### src/rtl/fc_pkg.sv
// -----------------------------------------------------------------------------
// fc_pkg
//   Shared types and defaults for the FC datapath rate decoder.
//   - dec_state_t : decoder FSM states (IDLE / COUNT / HOLD)
//   - DEF_INWD    : default decoded word width
//   - DEF_WIN_LOG : default log2 of the sampling window length
// -----------------------------------------------------------------------------
package fc_pkg;

    localparam int DEF_INWD    = 8;
    localparam int DEF_WIN_LOG = 8;

    typedef enum logic [1:0] {
        IDLE  = 2'd0,
        COUNT = 2'd1,
        HOLD  = 2'd2
    } dec_state_t;

endpackage : fc_pkg

### src/rtl/fc_rate_lane.sv
// -----------------------------------------------------------------------------
// fc_rate_lane
//   One decoder lane: counts ones of a rate-coded bitstream over a window and
//   captures the (saturated) count into an output register.
//
//   clk      in  : clock, rising edge
//   rst      in  : asynchronous active-high reset
//   i_clear  in  : clear the ones counter (new window)
//   i_sample in  : take the current bit into the counter
//   i_bit    in  : stream bit for this lane
//   i_load   in  : last sample of the window; capture count + bit into o_out
//   o_out    out : decoded word, stable between loads
// -----------------------------------------------------------------------------
import fc_pkg::*;

module fc_rate_lane #(
    parameter int WIN_LOG = DEF_WIN_LOG,
    parameter int INWD    = DEF_INWD
) (
    input  logic            clk,
    input  logic            rst,
    input  logic            i_clear,
    input  logic            i_sample,
    input  logic            i_bit,
    input  logic            i_load,
    output logic [INWD-1:0] o_out
);

    // WIN_LOG+1 bits so a full window of ones (N) is representable.
    logic [WIN_LOG:0] r_cnt;
    logic [WIN_LOG:0] w_sum;
    logic [INWD:0]    w_ext;
    logic [INWD-1:0]  w_sat;
    logic [INWD-1:0]  r_out;

    assign w_sum = r_cnt + {{WIN_LOG{1'b0}}, i_bit};

    // Zero-extend to INWD+1 bits; the top bit can only be set when the count
    // equals N and WIN_LOG == INWD, which is exactly the saturation case.
    assign w_ext = (INWD+1)'(w_sum);
    assign w_sat = w_ext[INWD] ? {INWD{1'b1}} : w_ext[INWD-1:0];

    // NOTE: sequential state uses non-blocking assignments so every register
    // samples pre-edge values regardless of process evaluation order.
    always_ff @(posedge clk or posedge rst) begin
        if (rst) begin
            r_cnt <= '0;
        end else if (i_clear) begin
            r_cnt <= '0;
        end else if (i_sample) begin
            r_cnt <= w_sum;
        end
    end

    // NOTE: the output word is reset explicitly; readback after reset must see
    // zero, not whatever the previous window left behind.
    always_ff @(posedge clk or posedge rst) begin
        if (rst) begin
            r_out <= '0;
        end else if (i_load) begin
            r_out <= w_sat;
        end
    end

    assign o_out = r_out;

endmodule : fc_rate_lane

### src/rtl/fc_rate_decoder.sv
// -----------------------------------------------------------------------------
// fc_rate_decoder
//   Converts DIM parallel rate-coded bitstreams back into INWD-bit binary words
//   by counting ones over a window of N = 2^WIN_LOG enabled samples. Results
//   are presented through a valid/ready handshake.
//
//   clk        in  : clock, rising edge
//   rst        in  : asynchronous active-high reset
//   enable     in  : sample strobe; low freezes the window
//   start      in  : begin a new window (clears all counters)
//   bit_in     in  : one stream bit per lane
//   out_valid  out : decoded words available (registered, HOLD state)
//   out_ready  in  : consumer accepts the words
//   out        out : decoded words, one per lane
// -----------------------------------------------------------------------------
import fc_pkg::*;

module fc_rate_decoder #(
    parameter int DIM     = 16,
    parameter int INWD    = DEF_INWD,
    parameter int WIN_LOG = DEF_WIN_LOG
) (
    input  logic                      clk,
    input  logic                      rst,
    input  logic                      enable,
    input  logic                      start,
    input  logic [DIM-1:0]            bit_in,
    output logic                      out_valid,
    input  logic                      out_ready,
    output logic [DIM-1:0][INWD-1:0]  out
);

    // Window counter value while the N-th sample is being taken.
    localparam logic [WIN_LOG:0] LP_LAST = (WIN_LOG+1)'((1 << WIN_LOG) - 1);

    dec_state_t       r_state;
    dec_state_t       w_state_nxt;
    logic [WIN_LOG:0] r_win_cnt;

    logic w_clear;
    logic w_sample;
    logic w_last;

    // ---------------------------------------------------------------- state
    always_ff @(posedge clk or posedge rst) begin
        if (rst) begin
            r_state <= IDLE;
        end else begin
            r_state <= w_state_nxt;
        end
    end

    // ----------------------------------------------------------- next state
    // NOTE: every combinational output gets a default first so no path leaves
    // it unassigned, which would otherwise infer a latch.
    always_comb begin
        w_state_nxt = r_state;
        case (r_state)
            IDLE: begin
                if (start) w_state_nxt = COUNT;
            end
            COUNT: begin
                if (w_last) w_state_nxt = HOLD;
            end
            HOLD: begin
                // start without out_ready is ignored: the result must be taken first.
                if (out_ready) w_state_nxt = start ? COUNT : IDLE;
            end
            default: w_state_nxt = IDLE;
        endcase
    end

    // -------------------------------------------------------------- outputs
    always_comb begin
        w_clear   = 1'b0;
        w_sample  = 1'b0;
        w_last    = 1'b0;
        out_valid = 1'b0;
        case (r_state)
            IDLE: begin
                w_clear = start;
            end
            COUNT: begin
                // A restart discards the current bit rather than sampling it.
                w_clear  = start;
                w_sample = enable & ~start;
                w_last   = w_sample & (r_win_cnt == LP_LAST);
            end
            HOLD: begin
                out_valid = 1'b1;
                w_clear   = out_ready & start;
            end
            default: ;
        endcase
    end

    // ------------------------------------------------------- window counter
    always_ff @(posedge clk or posedge rst) begin
        if (rst) begin
            r_win_cnt <= '0;
        end else if (w_clear) begin
            r_win_cnt <= '0;
        end else if (w_sample) begin
            r_win_cnt <= r_win_cnt + 1'b1;
        end
    end

    // ---------------------------------------------------------------- lanes
    for (genvar g = 0; g < DIM; g++) begin : g_lane
        fc_rate_lane #(
            .WIN_LOG (WIN_LOG),
            .INWD    (INWD)
        ) u_lane (
            .clk      (clk),
            .rst      (rst),
            .i_clear  (w_clear),
            .i_sample (w_sample),
            .i_bit    (bit_in[g]),
            .i_load   (w_last),
            .o_out    (out[g])
        );
    end

endmodule : fc_rate_decoder

### config.mk
export PLATFORM = sky130hd
export DESIGN_NAME = fc_rate_decoder
export DESIGN_NICKNAME = d
export VERILOG_FILES = /design/src/rtl/fc_pkg.sv /design/src/rtl/fc_rate_lane.sv /design/src/rtl/fc_rate_decoder.sv
export SDC_FILE = /design/constraint.sdc
export NUM_CORES = 1
export LEC_CHECK = 0
export CAP_MARGIN = 20
export CORE_MARGIN = 2
export CORE_UTILIZATION = 57
export DETAILED_ROUTE_END_ITERATION = 16
export PLACE_DENSITY = 0.76
export SYNTH_ARGS = -nofsm -noshare
export SYNTH_HDL_FRONTEND = slang
export SYNTH_SLANG_ARGS = --single-unit
### constraint.sdc
create_clock -name clk -period 12.91 [get_ports clk]
set_clock_uncertainty 0.1 [all_clocks]
set_input_delay 1.9365 -clock clk [delete_from_list [all_inputs] [get_ports clk]]
set_output_delay 1.9365 -clock clk [all_outputs]
set_load 0.01 [all_outputs]
==> results.yml <==
worst_hold_path:
  min_from: "g_lane[9].u_lane.o_out[1]"
  hold_class: "reg -> reg"
  min_delay_path_depth: 1
  whs_endpoint: "g_lane[9].u_lane.o_out[1]"
floorplan:
  fp.dieH_um: 160
  fp-row-count: 57
  die_area_mm2: 0.0256
  initial_utilization_pct: 57.6
  die_x_um: 160
  coreArea_mm2: 0.0241
  io_pins: 150
placed_design:
  dp_hpwl_mm: 20.0
  place.gp.congestion: 0.812
  io_buffers: 149
drt:
  drc_errors: 0
  detail-route-antenna-nets: 0
  dr_total_vias: 10760
  first_pass_iters: 5
  drtIter0Drc: 730
  wl_mm: 31.7
  avgRoutedWirePerCell_um: 17.4
  avgViaCountPerCell: 5.89
clock_tree:
  path_clk_slew_ns: 0.06
  numCtsBuffers: 29
  cts_resized: 0
  cts.path.max_buffers: 3
  ctsHtreeMaxLevel: 1
  post_cts_buffers: 0
  cts_hold_buffers: 0
  clkLatencyLatePin_ns: 0.54
  clkSinkCount: 283
  clockRootBuffer: "clkbuf_16"
  cts_tree: "built"
setup_path:
  max_stage_delay_ns: 0.90
  crit_buf_inv: 2
  reg2reg_depth: 5
  cp_data_required_time_ns: 13.27
  cp-end-kind: "flop"
  cp_data_arrival_time_ns: 5.23
  critical-path-top-delay-family: "simple AND/OR/NAND/NOR gates"
  r2r-end: "g_lane[14].u_lane.o_out[2]"
  critPathLaunchType: "input pin"
  r2r_slack_ns: 9.49
  crit_slowest_cell: "nor3b_4"
  rr_startpoint: "r_state[0]"
  critical_path_class: "in -> reg"
  cp_max_fo: 69
  path_cells: "clkdlybuf4s50_1 > nor3b_4 > and2_4 > buf_4 > nor2_1 > a31oi_2"
global_route:
  grtUsageMet3_pct: 3.04
  grt_max_degree: 123
  antenna_found_initial: 0
  gr-max-usage-layer: "met2"
  grtUsageMet2_pct: 41.9
  grt_usage_pct: 24.7
  grt_pass1_wl_mm: 53.0
  grt_use_met1_pct: 34.4
  gr-total-overflow: 0
  grt_pass1_vias: 10623
yosys:
  synth_fp_nets: 1417
  yosys_warnings: 0
  avgSynthCellArea_um2: 10.2
  ys.flop_type: "dfrtp_1"
  syn_inst: 1362
  ys_ff_latch: 283
  synth_edf_count: 0
  netlist_area_mm2: 0.0139
  synthArstFlopShare_pct: 100
  yosysSeqAreaShare_pct: 51.0
  ys_types: 41
power_and_ir_drop:
  powerDensity_mw_per_mm2: 113
  leakage_uw: 0.00759
  ir_worst_vdd_mv: 0.0932
  total_power_uw: 1860
final_layout:
  final_common_cell: "dfrtp_1"
  multi_input_area_mm2: 0.00641
  final_cell_mix: "dfrtp_1 (283), nor2_1 (157), clkdlybuf4s50_1 (149)"
  area_delta_synth_final_pct: 19.1
  antenna_cells: 0
  final_layout_size_suffix_gt1_share_pct: 5.12
  fin_nets: 1537
  regArea_mm2: 0.00708
  fill_cells: 1878
sta:
  maxSlewHeadroom_pct: 27.3
  drv_slew: 0
  setup_viol: 0
  min_period_ns: 4.87
  hold_viol: 0
  tns_ns: 0
  period_share_pct: 37.7
  worst_pin_slew_ns: 1.09
  rsz0062_at_grt: "no"
  fmax_ghz: 0.205
status:
  status: "finished clean"
flow_run:
  cap_violations: 0
## metrics by stage
| step | hold WS [ns] | setup slack (ns) | std cells | area, um2 | util, % |
|---|---|---|---|---|---|
| after CTS | 0.403 | 8.11 | 1828 | 16500 | 68.6 |
| after global placement | 0.372 | 7.59 | 1775 | 15600 | 64.5 |
| final | 0.399 | 8.04 | 1828 | 16500 | 68.6 |
| after detailed placement | 0.386 | 7.54 | 1775 | 15600 | 64.5 |
| after global routing | 0.418 | 7.87 | 1828 | 16500 | 68.6 |
| after floorplan | 0.356 | 3.07 | 1362 | 13900 | - |
## power breakdown
group | switching [uW] | internal, uW | leakage, uW
sequential | 7.27 | 896 | 0.00393
clock | 342 | 513 | 0.000483
combinational | 67.3 | 35.5 | 0.00317
total | 417 | 1440 | 0.00759
## Yosys cell counts, types with 13 or more instances
| cell | instances | share of area, % |
|---|---|---|
| and3_1 | 31 | 1.4 |
| a21oi_1 | 119 | 4.3 |
| nor3_1 | 35 | 1.3 |
| dfrtp_1 | 283 | 51 |
| a22o_1 | 45 | 2.8 |
| o2bb2ai_1 | 37 | 2.3 |
| ha_1 | 34 | 3.1 |
| nand4_1 | 18 | 0.81 |
| a31oi_1 | 13 | 0.59 |
| clkbuf_1 | 28 | 0.76 |
| mux2i_1 | 31 | 2.2 |
| nand2_1 | 59 | 1.6 |
| inv_1 | 22 | 0.59 |
| buf_2 | 33 | 1.2 |
| nand2b_1 | 28 | 1.3 |
| o32a_1 | 24 | 1.7 |
| a21o_1 | 55 | 3.0 |
| xor2_1 | 32 | 2.0 |
| xnor2_1 | 54 | 3.4 |
| nor2_1 | 158 | 4.3 |
| nand3_1 | 44 | 1.6 |
| nor4_1 | 18 | 0.81 |
| o21ai_0 | 66 | 2.4 |
## layer usage
layer  up-vias  part of all wire (%)
met2       223                    48
met4         0                   1.7
met1      5304                    46
li1       5193                     -
met3        40                   4.4
met5         -                     0
## worst max path at each step
stage / startpoint / endpoint / slack [ns] / cells after the start
after floorplan: rst / g_lane[0].u_lane.o_out[0] / 3.07 / 1
after global placement: start / g_lane[8].u_lane.o_out[1] / 7.59 / 5
after detailed placement: start / g_lane[7].u_lane.o_out[2] / 7.54 / 6
after CTS: start / g_lane[7].u_lane.o_out[2] / 8.11 / 6
after global routing: start / g_lane[14].u_lane.o_out[2] / 7.87 / 6
final: start / g_lane[14].u_lane.o_out[2] / 8.04 / 6
## logic make-up (layout without fill, tap and decap cells)
kind of cell	Yosys count	in the layout	share of synthesized area [%]
DFF	283	283	51.0
muxes	43	43	3.21
adders and majority gates	34	34	3.06
AOI/OAI and AO/OA	386	386	18.5
xor gates and xnor gates	86	86	5.42
and+or+nand+nor	437	437	15.6
buffers and inverters	93	235	3.16
## sequential cells by signal, summed over array words and instances (netlist names)
| signal | count |
|---|---|
| g_lane.u_lane.r_cnt | 144 |
| g_lane.u_lane.o_out | 128 |
| r_win_cnt | 9 |
| r_state | 2 |
## layout make-up
type / instances / area share, %
repair buffers: 160 / 9.52
inverters: 22 / 0.545
well taps: 324 / 2.45
flip-flops and latches: 283 / 42.8
clock inverters: 9 / 0.749
multi-input cells: 986 / 38.7
clock buffers: 44 / 5.15
(Power assumes the default switching activity.)
